**config.mk**
```make
export PLATFORM = sky130hd
export DESIGN_NAME = tick_countdown_timer_flat
export DESIGN_NICKNAME = d
export VERILOG_FILES = /design/src/rtl/comblock_pkg.sv /design/src/rtl/tick_countdown_timer_if.sv /design/src/rtl/tick_countdown_timer.sv /design/src/flat_wrapper.sv
export SDC_FILE = /design/constraint.sdc
export NUM_CORES = 1
export LEC_CHECK = 0
export CAP_MARGIN = 20
export CELL_PAD_IN_SITES_DETAIL_PLACEMENT = 1
export CELL_PAD_IN_SITES_GLOBAL_PLACEMENT = 2
export CORE_ASPECT_RATIO = 2
export CORE_MARGIN = 4
export CORE_UTILIZATION = 24
export DETAILED_ROUTE_END_ITERATION = 8
export HOLD_SLACK_MARGIN = 0.06
export PLACE_DENSITY = 0.78
export SETUP_SLACK_MARGIN = 0.5
export SLEW_MARGIN = 20
export SYNTH_ARGS = -nofsm -noshare
export SYNTH_HDL_FRONTEND = slang
export SYNTH_SLANG_ARGS = --single-unit
```
**constraint.sdc**
```tcl
create_clock -name clock -period 1.77 [get_ports clock]
set_input_delay 0.354 -clock clock [delete_from_list [all_inputs] [get_ports clock]]
set_output_delay 0.354 -clock clock [all_outputs]
set_load 0.05 [all_outputs]
```
**src/rtl/comblock_pkg.sv**
```systemverilog
// Shared lock-block definitions: timer state encoding, default timer sizing
// and the decisecond tick rate delivered by pulseGenerator.
package comblock_pkg;

    localparam logic [1:0] TIMER_IDLE    = 2'd0;
    localparam logic [1:0] TIMER_RUNNING = 2'd1;
    localparam logic [1:0] TIMER_PAUSED  = 2'd2;
    localparam logic [1:0] TIMER_EXPIRED = 2'd3;

    localparam int DEFAULT_WIDTH      = 8;
    localparam int DEFAULT_WARN_TICKS = 10;
    localparam int TICKS_PER_SECOND   = 10;

    typedef enum logic [1:0] {
        ST_IDLE    = TIMER_IDLE,
        ST_RUNNING = TIMER_RUNNING,
        ST_PAUSED  = TIMER_PAUSED,
        ST_EXPIRED = TIMER_EXPIRED
    } timer_state_e;

endpackage

```
**src/rtl/tick_countdown_timer_if.sv**
```systemverilog
// Control/status bundle between the lock controller (master) and the tick
// countdown timer (slave). The warn line exists only with TICK_COUNTDOWN_TIMER_WARN_EN.
interface tick_countdown_timer_if
    import comblock_pkg::*;
#(
    parameter int WIDTH = DEFAULT_WIDTH
);

    logic             load;
    logic [WIDTH-1:0] loadValue;
    logic             start;
    logic             pause;
    logic             cancel;
    logic [WIDTH-1:0] remaining;
    logic             busy;
    logic             done;
    logic             expired;
`ifdef TICK_COUNTDOWN_TIMER_WARN_EN
    logic             warn;

    modport master (
        output load, loadValue, start, pause, cancel,
        input  remaining, busy, done, expired, warn
    );

    modport slave (
        input  load, loadValue, start, pause, cancel,
        output remaining, busy, done, expired, warn
    );
`else
    modport master (
        output load, loadValue, start, pause, cancel,
        input  remaining, busy, done, expired
    );

    modport slave (
        input  load, loadValue, start, pause, cancel,
        output remaining, busy, done, expired
    );
`endif

endinterface

```
**src/rtl/tick_countdown_timer.sv**
```systemverilog
// Counts pulseGenerator ticks down from a loaded value and flags expiry to the
// lock FSM. Optional warn output is built when TICK_COUNTDOWN_TIMER_WARN_EN is defined.
module tick_countdown_timer
    import comblock_pkg::*;
#(
    parameter int WIDTH      = DEFAULT_WIDTH,
    parameter int WARN_TICKS = DEFAULT_WARN_TICKS
) (
    input  logic                   clock,
    input  logic                   reset,
    input  logic                   tick,
    output logic                   run,
    output logic                   counterReset,
    tick_countdown_timer_if.slave  bus
);

    localparam logic [WIDTH-1:0] ZERO = {WIDTH{1'b0}};
    localparam logic [WIDTH-1:0] ONE  = {{(WIDTH-1){1'b0}}, 1'b1};

    timer_state_e     state_r;
    timer_state_e     state_s;
    logic [WIDTH-1:0] remaining_r;
    logic [WIDTH-1:0] remaining_s;
    logic             crst_s;
    logic             expire_s;
    logic             run_r;
    logic             crst_r;
    logic             busy_r;
    logic             done_r;
    logic             expired_r;

    // Next state and next count; cancel overrides every other request.
    always_comb begin
        state_s     = state_r;
        remaining_s = remaining_r;
        crst_s      = 1'b0;
        expire_s    = 1'b0;
        if (bus.cancel) begin
            state_s     = ST_IDLE;
            remaining_s = ZERO;
            crst_s      = 1'b1;
        end else begin
            case (state_r)
                ST_IDLE: begin
                    if (bus.load) begin
                        remaining_s = bus.loadValue;
                    end else if (bus.start) begin
                        if (remaining_r == ZERO) begin
                            state_s  = ST_EXPIRED;
                            expire_s = 1'b1;
                        end else begin
                            // Restart the pulse generator so the first period is full length.
                            state_s = ST_RUNNING;
                            crst_s  = 1'b1;
                        end
                    end else begin
                        state_s = ST_IDLE;
                    end
                end
                ST_RUNNING: begin
                    if (bus.pause) begin
                        state_s = ST_PAUSED;
                    end else if (tick && (remaining_r != ZERO)) begin
                        remaining_s = remaining_r - ONE;
                        if (remaining_r == ONE) begin
                            state_s  = ST_EXPIRED;
                            expire_s = 1'b1;
                        end else begin
                            state_s = ST_RUNNING;
                        end
                    end else begin
                        state_s = ST_RUNNING;
                    end
                end
                ST_PAUSED: begin
                    // Resume without counterReset so the partial period is kept.
                    if (bus.start) begin
                        state_s = ST_RUNNING;
                    end else begin
                        state_s = ST_PAUSED;
                    end
                end
                ST_EXPIRED: begin
                    if (bus.load) begin
                        remaining_s = bus.loadValue;
                        state_s     = ST_IDLE;
                    end else begin
                        state_s = ST_EXPIRED;
                    end
                end
                default: begin
                    state_s     = ST_IDLE;
                    remaining_s = ZERO;
                end
            endcase
        end
    end

    // State, count and registered status outputs.
    always_ff @(posedge clock) begin
        if (reset) begin
            state_r     <= ST_IDLE;
            remaining_r <= ZERO;
            run_r       <= 1'b0;
            crst_r      <= 1'b0;
            busy_r      <= 1'b0;
            done_r      <= 1'b0;
            expired_r   <= 1'b0;
        end else begin
            state_r     <= state_s;
            remaining_r <= remaining_s;
            run_r       <= (state_s == ST_RUNNING);
            crst_r      <= crst_s;
            busy_r      <= (state_s == ST_RUNNING) || (state_s == ST_PAUSED);
            done_r      <= (state_s == ST_EXPIRED);
            expired_r   <= expire_s;
        end
    end

`ifdef TICK_COUNTDOWN_TIMER_WARN_EN
    // Threshold saturates to the largest count when it does not fit in WIDTH.
    localparam logic [WIDTH-1:0] WARN_LIMIT =
        (WARN_TICKS >= (2 ** WIDTH)) ? {WIDTH{1'b1}} : WIDTH'(WARN_TICKS);

    logic warn_r;

    // Warning window evaluated on the next count so it lines up with remaining.
    always_ff @(posedge clock) begin
        if (reset) begin
            warn_r <= 1'b0;
        end else begin
            warn_r <= ((state_s == ST_RUNNING) || (state_s == ST_PAUSED))
                      && (remaining_s != ZERO) && (remaining_s <= WARN_LIMIT);
        end
    end

    assign bus.warn = warn_r;
`endif

    assign run           = run_r;
    assign counterReset  = crst_r;
    assign bus.remaining = remaining_r;
    assign bus.busy      = busy_r;
    assign bus.done      = done_r;
    assign bus.expired   = expired_r;

endmodule

```
**src/flat_wrapper.sv**
```systemverilog
// flat-port wrapper written by rule: the top's interface ports become plain ports
module tick_countdown_timer_flat import comblock_pkg::*;
#(
    parameter int WIDTH      = DEFAULT_WIDTH,
    parameter int WARN_TICKS = DEFAULT_WARN_TICKS
)
  (clock, reset, tick, run, counterReset, bus_load, bus_loadValue, bus_start, bus_pause, bus_cancel, bus_remaining, bus_busy, bus_done, bus_expired);
  tick_countdown_timer_if #(.WIDTH(WIDTH)) bus_i ();
  input  logic clock;
  input  logic reset;
  input  logic tick;
  output logic run;
  output logic counterReset;
  input wire logic [$bits(bus_i.load)-1:0] bus_load;
  input wire logic [$bits(bus_i.loadValue)-1:0] bus_loadValue;
  input wire logic [$bits(bus_i.start)-1:0] bus_start;
  input wire logic [$bits(bus_i.pause)-1:0] bus_pause;
  input wire logic [$bits(bus_i.cancel)-1:0] bus_cancel;
  output wire logic [$bits(bus_i.remaining)-1:0] bus_remaining;
  output wire logic [$bits(bus_i.busy)-1:0] bus_busy;
  output wire logic [$bits(bus_i.done)-1:0] bus_done;
  output wire logic [$bits(bus_i.expired)-1:0] bus_expired;
  assign bus_i.load = bus_load;
  assign bus_i.loadValue = bus_loadValue;
  assign bus_i.start = bus_start;
  assign bus_i.pause = bus_pause;
  assign bus_i.cancel = bus_cancel;
  assign bus_remaining = bus_i.remaining;
  assign bus_busy = bus_i.busy;
  assign bus_done = bus_i.done;
  assign bus_expired = bus_i.expired;
  tick_countdown_timer #(.WIDTH(WIDTH), .WARN_TICKS(WARN_TICKS)) u_core (.clock(clock), .reset(reset), .tick(tick), .run(run), .counterReset(counterReset), .bus(bus_i));
endmodule
```
==> flow_summary_export.csv <==
group,metric,value,unit
grt,first_global_vias,1367,
clock_network,root_buffer,"clkbuf_8",
worst_hold_path,hold_class,"reg -> reg",
layout,diodes,0,
floorplanning,start_util,24.8,%
layout,layoutNonFillerInstCount,233,
critical_path,reg2reg_depth,8,
layout,nFillCells,451,
layout,fin_nets,205,
grt,grt_pass1_wl,6470,um
grt,use_met2,33.7,%
yosys,avgSynthCellArea,8.46,sq um
layout,layout_commonest_cell,"buf_4",
pwr,internal_power,819,uW
yosys,syn_nets,143,
floorplanning,io_pins,28,
yosys,synth-seq-cells,15,
floorplanning,dieArea,5400,sq um
yosys,ys_types,42,
grt,met3_usage,1.63,%
timing,hold_ws,0.544,ns
drt,drt_pre_antenna_iters,4,
clock_network,numCtsBuffers,3,
critical_path,cp_max_fo,7,
pwr,p_clk_share,22.2,%
status,violations,"negative setup slack",
pwr,combPwrFrac,48.2,%
grt,globalRouteTotalUtil,16.2,%
placement,routabilityCongestion,0.710,
yosys,syn-cell-area,1010,sq um
pwr,power,1.31,mW
drt,drt_iter0_drc,11,
timing,layout_setup_ws,-0.0435,ns
placement,dp.cells,219,
critical_path,end_kind,"register",
timing,rsz0062_at_grt,"yes",
yosys,synth_flop_cell,"dfxtp_1",
grt,use_met1,14.3,%
clock_network,cts_tree,"done",
critical_path,start_kind,"register",
critical_path,worstSetupPathType,"reg -> reg",
pwr,p_leak,0.793,nW
drt,drc,0,
drt,drt.antenna.violating_nets,0,
critical_path,worstPathRequired,1.92,ns
pwr,p_switching,487,uW
clock_network,clkTransAtPathRegs,0.07,ns
layout,fin_util,48.7,%
yosys,synth-async-reset-ratio,0,%
timing,finalCritPeriodShare,102,%
timing,setup_tns,-0.188,ns
drt,vias_per_cell,5.00,
placement,dpl.hpwl,2860,um
timing,clock.fmax,551,MHz
clock_network,htreeDepth,1,
pwr,vdd_drop_max,0.354,mV
pwr,seqPwrFrac,29.5,%
timing,final_max_slew_viol_count,0,
job,drv_cap,0,
pwr,switching_share,37.3,%
timing,worst_pin_slew,0.319,ns
critical_path,crit_arrival,1.96,ns
clock_network,insertion_delay,0.25,ns
yosys,yosys-top-cells-area,"dfxtp_1 30%, ha_1 9.9%, nor2b_1 7.4%",
placement,dp_slack,-0.465,ns
placement,portBuffers,27,
floorplanning,row_count,33,
layout,final_cell_mix,"26 x buf_4, 18 x buf_6, 11 x clkdlybuf4s50_1, 8 x nand2_1, 8 x nor2b_1",
timing,setup_viol,7,
grt,grt_max_degree,21,
yosys,synth_edf_count,0,
clock_network,cts.sink_count,15,
timing,slew_headroom,78.6,%
worst_hold_path,whs_path_depth,2,
pwr,p_per_area,655,nW/um^2
timing,fin_crit,1.81,ns
grt,grt.busiest_layer,"met2",
timing,finClkSkew,0.00264,ns
clock_network,cts_buffer_depth,2,
placement,placed_area,1530,sq um
yosys,synth.top_cell.area_share,29.6,%
layout,drive_gt1_share,54.7,%
floorplanning,die_h,100,um
floorplanning,fp.coreArea,4090,sq um
floorplanning,die_w,54.0,um
grt,antenna_found_initial,0,
timing,final_hold_viol_count,0,
yosys,yosysTopAreaCell,"dfxtp_1",
drt,vias,1165,
grt,overflow,0,
yosys,synth_cells,120,
drt,post_drt_wl_per_cell,17.9,um
status,status,"complete, but fails checks",
layout,area_growth,96.3,%
drt,wirelength,4170,um
yosys,yosysSeqAreaShare,29.6,%
layout,final_area,1990,sq um
yosys,ys_warn_count,0,
[cell usage after synthesis (2+ instances only)]
cell       count
buf_2          2
o311ai_1       3
buf_6          2
nor3b_2        2
a2111oi_0      2
o31a_1         2
mux2i_1        3
a31oi_1        5
o31ai_1        3
nand3_1        3
nand2_1       10
o21ai_0        2
nor4_1         2
inv_1          8
ha_1           8
nor2b_1       12
nor3_1         4
nor2_1         8
and2_1         2
dfxtp_1       15
[metal layers]
metal / wire length, um / vias up
met5: 0 / -
met4: 85 / 0
met1: 1360 / 584
li1: - / 556
met3: 96 / 6
met2: 2630 / 19
[final timing paths]
kind	start	end	slack, ns
worst min-delay path	u_core.bus.remaining[2]	u_core.bus.remaining[2]	0.54
worst min register to register	u_core.bus.remaining[2]	u_core.bus.remaining[2]	0.54
worst max-delay path	u_core.state_r[0]	u_core.bus.remaining[0]	-0.04
worst max register to register	u_core.state_r[0]	u_core.bus.remaining[0]	-0.04
[cell type report]
cell class              instances  area [sq um]  share of cell area [%]
inverters                       8          37.5                    1.88
flip-flops and latches         15           325                    16.3
repair buffers                 63           609                    30.6
clock inverters                 1          5.00                   0.251
multi-input cells              91           908                    45.6
well taps                      52          65.1                    3.27
clock buffers                   3          41.3                    2.07
[worst max-delay path: stages, from the launching register on]
cell and delay, ns:
dfxtp_4 0.39, inv_2 0.05, buf_6 0.11, ha_4 0.23, mux2i_1 0.12, a21o_1 0.21, or2_1 0.23, buf_6 0.15
o221a_1 0.20
[logic make-up after synthesis]
group	synth area share [%]
and+or+nand+nor	30.2
AOI/OAI and AO/OA	20.5
DFF	29.6
buffers and inverters	6.90
adders and majority gates	9.86
muxes	2.96
[timing repair]
item,CTS,global route
setup buffers,8,1
hold buffers,0,0
gates cloned,1,0
endpoints found under the setup margin,22,20
pin swaps,19,6
gates resized for setup,59,22
[power groups by stage]
| stage | Combinational [mW] | Clock (mW) | Sequential [mW] |
|---|---|---|---|
| 2_1_floorplan | 0.207 | 0 | 0.454 |
| 3_3_place_gp | 0.451 | 0 | 0.388 |
| 3_5_place_dp | 0.470 | 0 | 0.389 |
| 4_1_cts | 0.573 | 0.303 | 0.385 |
| 5_1_grt | 0.673 | 0.307 | 0.388 |
| 6_report | 0.630 | 0.290 | 0.385 |
[state kept, by name, summed over array words and instances, names as in the netlist]
name,cells
u_core.bus.expired,1
u_core.run,1
u_core.bus.done,1
u_core.state_r,2
u_core.counterReset,1
u_core.bus.busy,1
u_core.bus.remaining,8
Note: power is estimated with default switching activity, not from simulation.
==> edit 1, RTL diff (config.mk and constraints unchanged) <==
Set the package constant `DEFAULT_WIDTH` to 12 (it was 8).
--- a/src/rtl/comblock_pkg.sv
+++ b/src/rtl/comblock_pkg.sv
@@ -9,3 +9,3 @@
 
-    localparam int DEFAULT_WIDTH      = 8;
+    localparam int DEFAULT_WIDTH      = 12;
     localparam int DEFAULT_WARN_TICKS = 10;
Ports: changed (resized bus_loadValue and bus_remaining); port bits go from 28 to 36. The function was not compared with the original's and may differ.
==> edit 1 against the unedited design <==
  * The run still ends with negative setup slack left
  * Core utilization fell by 0.53 points
  * Non-clock buffer count rose by 27
  * Cell area rose by 31%
  * Worst setup slack got worse by 0.11 ns
  * Total power rose by 32%
  * Sequential share of layout area fell by 0.34 points
  * Final cell count rose by 32%
  * Sequential cell count rose by 4
  * Sequential power rose by 26%
  * Area after synthesis rose by 33%
  * Routed wire length rose by 34%
  * Critical path type unchanged
  * Critical endpoint is now u_core.bus.remaining[8]
  * Largest cell class unchanged
  * Largest power group unchanged
==> edit 1: results (changes against the unedited design) <==
stage	metric	value	unit	change
yosys	muxShareOfSynthArea	4.82	%	was 2.96%
drt	vias_per_cell	5.42		was 5.00
placement	place_congestion	0.810		was 0.710
yosys	synthTopCellsByCount	19 x dfxtp_1, 12 x nand2_1		was 15 x dfxtp_1, 12 x nor2b_1, 10 x nand2_1
worst_setup_path	cp_top_family	simple AND/OR/NAND/NOR gates		was compound AO/OA/AOI/OAI gates
yosys	synth_cell_type_count	48		was 42
sta	worst_slack	-0.149	ns	was -0.0435 ns
outcome	outcome	complete, but fails checks		unchanged
sta	setup_violations	15		was 7
sta	slew_headroom	71.7	%	was 78.6%
yosys	synthAdderAreaFrac	7.41	%	was 9.86%
worst_setup_path	crit_fanout	5		was 7
placement	hpwl	3900	um	was 2860 um
worst_hold_path	hold_path.startpoint	bus_cancel		was u_core.bus.remaining[2]
sta	skew	0.00181	ns	was 0.00264 ns
worst_setup_path	reg2regPathDepth	6		was 8
power	leakage	1.04	nW	was 0.793 nW
power	ir_drop	0.000347	V	was 0.000354 V
outcome	violations	negative setup slack		unchanged
layout	final_nets	275		was 205
layout	stdcell_count	307		was 233
global_route	grt_max_degree	22		was 21
power	power.density	660	nW/um2	was 655 nW/um2
worst_hold_path	min_to	u_core.state_r[0]		was u_core.bus.remaining[2]
sta	finalSetupTns	-1.75	ns	was -0.188 ns
placement	place_ws	-0.436	ns	was -0.465 ns
global_route	use_met2	30.6	%	was 33.7%
drt	wl_per_cell	18.3	um	was 17.9 um
layout	largest_reg_flops	12		was 8
global_route	grt_pass1_wl	8370	um	was 6470 um
drt	dr_wl_met3	192	um	was 96 um
drt	drt-initial-drc-count	77		was 11
worst_setup_path	cp_slowest_stage_delay	0.53	ns	was 0.39 ns
power	switchingPower	0.677	mW	was 0.487 mW
worst_hold_path	hold_class	in2reg		was reg2reg
power	clkPwrFrac	19.1	%	was 22.2%
-- edit 1: layout make-up --
type | instances | area, um2
multi-input combinational | 125 | 1130
inverter | 9 | 43.8
timing repair buffer | 90 | 902
clock inverter | 1 | 5.00
fill | 614 | 2810
clock buffer | 3 | 41.3
sequential | 19 | 418
tap | 60 | 75.1
-- edit 1: worst max path at each step --
| stage | end | slack, ns | depth (start not counted) |
|---|---|---|---|
| 3_5_place_dp | u_core.bus.busy | -0.44 | 7 |
| 5_1_grt | u_core.bus.busy | -0.19 | 6 |
| 2_1_floorplan | u_core.bus.busy | -0.38 | 8 |
| 4_1_cts | u_core.bus.busy | -0.13 | 6 |
| 3_3_place_gp | u_core.bus.busy | -0.40 | 7 |
| 6_report | u_core.bus.remaining[8] | -0.15 | 6 |
-- edit 1: what timing repair did --
item,4_1_cts,5_1_grt
resized for setup,69,35
setup endpoints to repair,31,31
setup buffers,9,4
gates cloned,0,1
pin swaps,12,12
==> edit 2, RTL diff (config.mk and constraints unchanged) <==
Made on the original files. The output `counterReset` loses its register stage (`crst_r` becomes a continuous assignment).
--- a/src/rtl/tick_countdown_timer.sv
+++ b/src/rtl/tick_countdown_timer.sv
@@ -104,3 +104,2 @@
             run_r       <= 1'b0;
-            crst_r      <= 1'b0;
             busy_r      <= 1'b0;
@@ -112,3 +111,2 @@
             run_r       <= (state_s == ST_RUNNING);
-            crst_r      <= crst_s;
             busy_r      <= (state_s == ST_RUNNING) || (state_s == ST_PAUSED);
@@ -118,2 +116,4 @@
     end
+
+    assign crst_r = crst_s;
 
Check against the original RTL: not equivalent (Yosys sat finds a counterexample within 4 cycles, from zero or initial values and one cycle with reset high).
==> edit 2 against the unedited design <==
  * Area after synthesis is 4.8% lower
  * Die area fell by 4.3%
  * The run still ends with negative setup slack left
  * First-iteration DRC count is 36% higher
  * Sequential power shrank 7.0%
  * Global-route usage fell by 0.056 points
  * Cell area down 11%
  * Total power decreased by 1.9%
  * Worst setup slack worse by 0.033 ns
  * Sequential cell count fell by 1
  * Clock power rose by 16%
  * Routed wire length decreased by 8.2%
  * Sequential share of layout area up 0.89 points
  * Core utilization is 3.1 points lower
  * Critical path depth is 3 lower
==> edit 2: results (changes against the unedited design) <==
stage	metric	value	unit	change
worst_setup_path	critPathCapture	counterReset		was u_core.bus.remaining[0]
yosys	synth-seq-area-share	29.0	%	was 29.6%
drt	dr_wl_met3	116	um	was 96 um
layout	final_nets	197		was 205
global_route	grt_util_all_layers	16.2	%	about the same
layout	drive_gt1_share	50.9	%	was 54.7%
layout	utilization	45.7	%	was 48.7%
drt	first_pass_iters	3		was 4
outcome	outcome	complete, but fails checks		unchanged
drt	met2_length	2370	um	was 2630 um
sta	setup_violations	5		was 7
yosys	syn_inst	114		was 120
layout	ff_latch_area	305	um2	was 325 um2
sta	worst_slack	-0.0761	ns	was -0.0435 ns
global_route	grtUsageMet1	14.1	%	was 14.3%
yosys	synth_cell_type_count	41		was 42
worst_setup_path	crit_fanout	3		was 7
power	switchingPower	0.460	mW	was 0.487 mW
worst_hold_path	min_to	u_core.bus.remaining[6]		was u_core.bus.remaining[2]
yosys	syn_nets	137		was 143
drt	wl_per_cell	17.1	um	was 17.9 um
worst_setup_path	r2r-start	u_core.bus.remaining[0]		was u_core.state_r[0]
global_route	grt_pass1_wl	6120	um	was 6470 um
layout	clock_area_share	3.11	%	was 2.32%
worst_setup_path	critPathArrivalTime	1.49	ns	was 1.96 ns
global_route	use_met2	33.1	%	was 33.7%
layout	multi_input_area_share	43.0	%	was 45.6%
global_route	grt_pass1_vias	1267		was 1367
worst_setup_path	cp_top_family	buffers and inverters		was compound AO/OA/AOI/OAI gates
outcome	violations	negative setup slack		unchanged
edit 2: cell count changes in the layout (fill, tap and decap cells not counted), moves of 4 or more:
cell      unedited run  this run
buf_4               26        32
buf_6               18         8
inv_1                4         8
nand2_1              8         4
o311ai_4             4         0
o31ai_1              0         4
edit 2: what timing repair did:
item | CTS | global route
endpoints found under the setup margin | 18 | 20
gates resized for setup | 28 | 7
buffers inserted | 14 | 1
hold endpoints to repair | 0 | 0
pin swaps | 18 | 9
edit 2: logic make-up (layout without fill, tap and decap cells):
kind of cell               after synthesis  after routing  synth area share (%)
DFF                                     14             14                  29.0
muxes                                    3              3                  3.37
AOI/OAI and AO/OA                       35             35                  26.2
and+or+nand+nor                         39             39                  25.3
buffers and inverters                   15             74                  5.83
adders and majority gates                8              8                  10.4
edit 2: worst reg2reg max path, cell delays in order (launching register included):
cell,delay [ns]
dfxtp_4,0.37
inv_4,0.04
ha_4,0.15
buf_4,0.13
and4b_1,0.28
nand3_2,0.11
a311o_1,0.35
ha_4,0.29
nor2_2,0.03
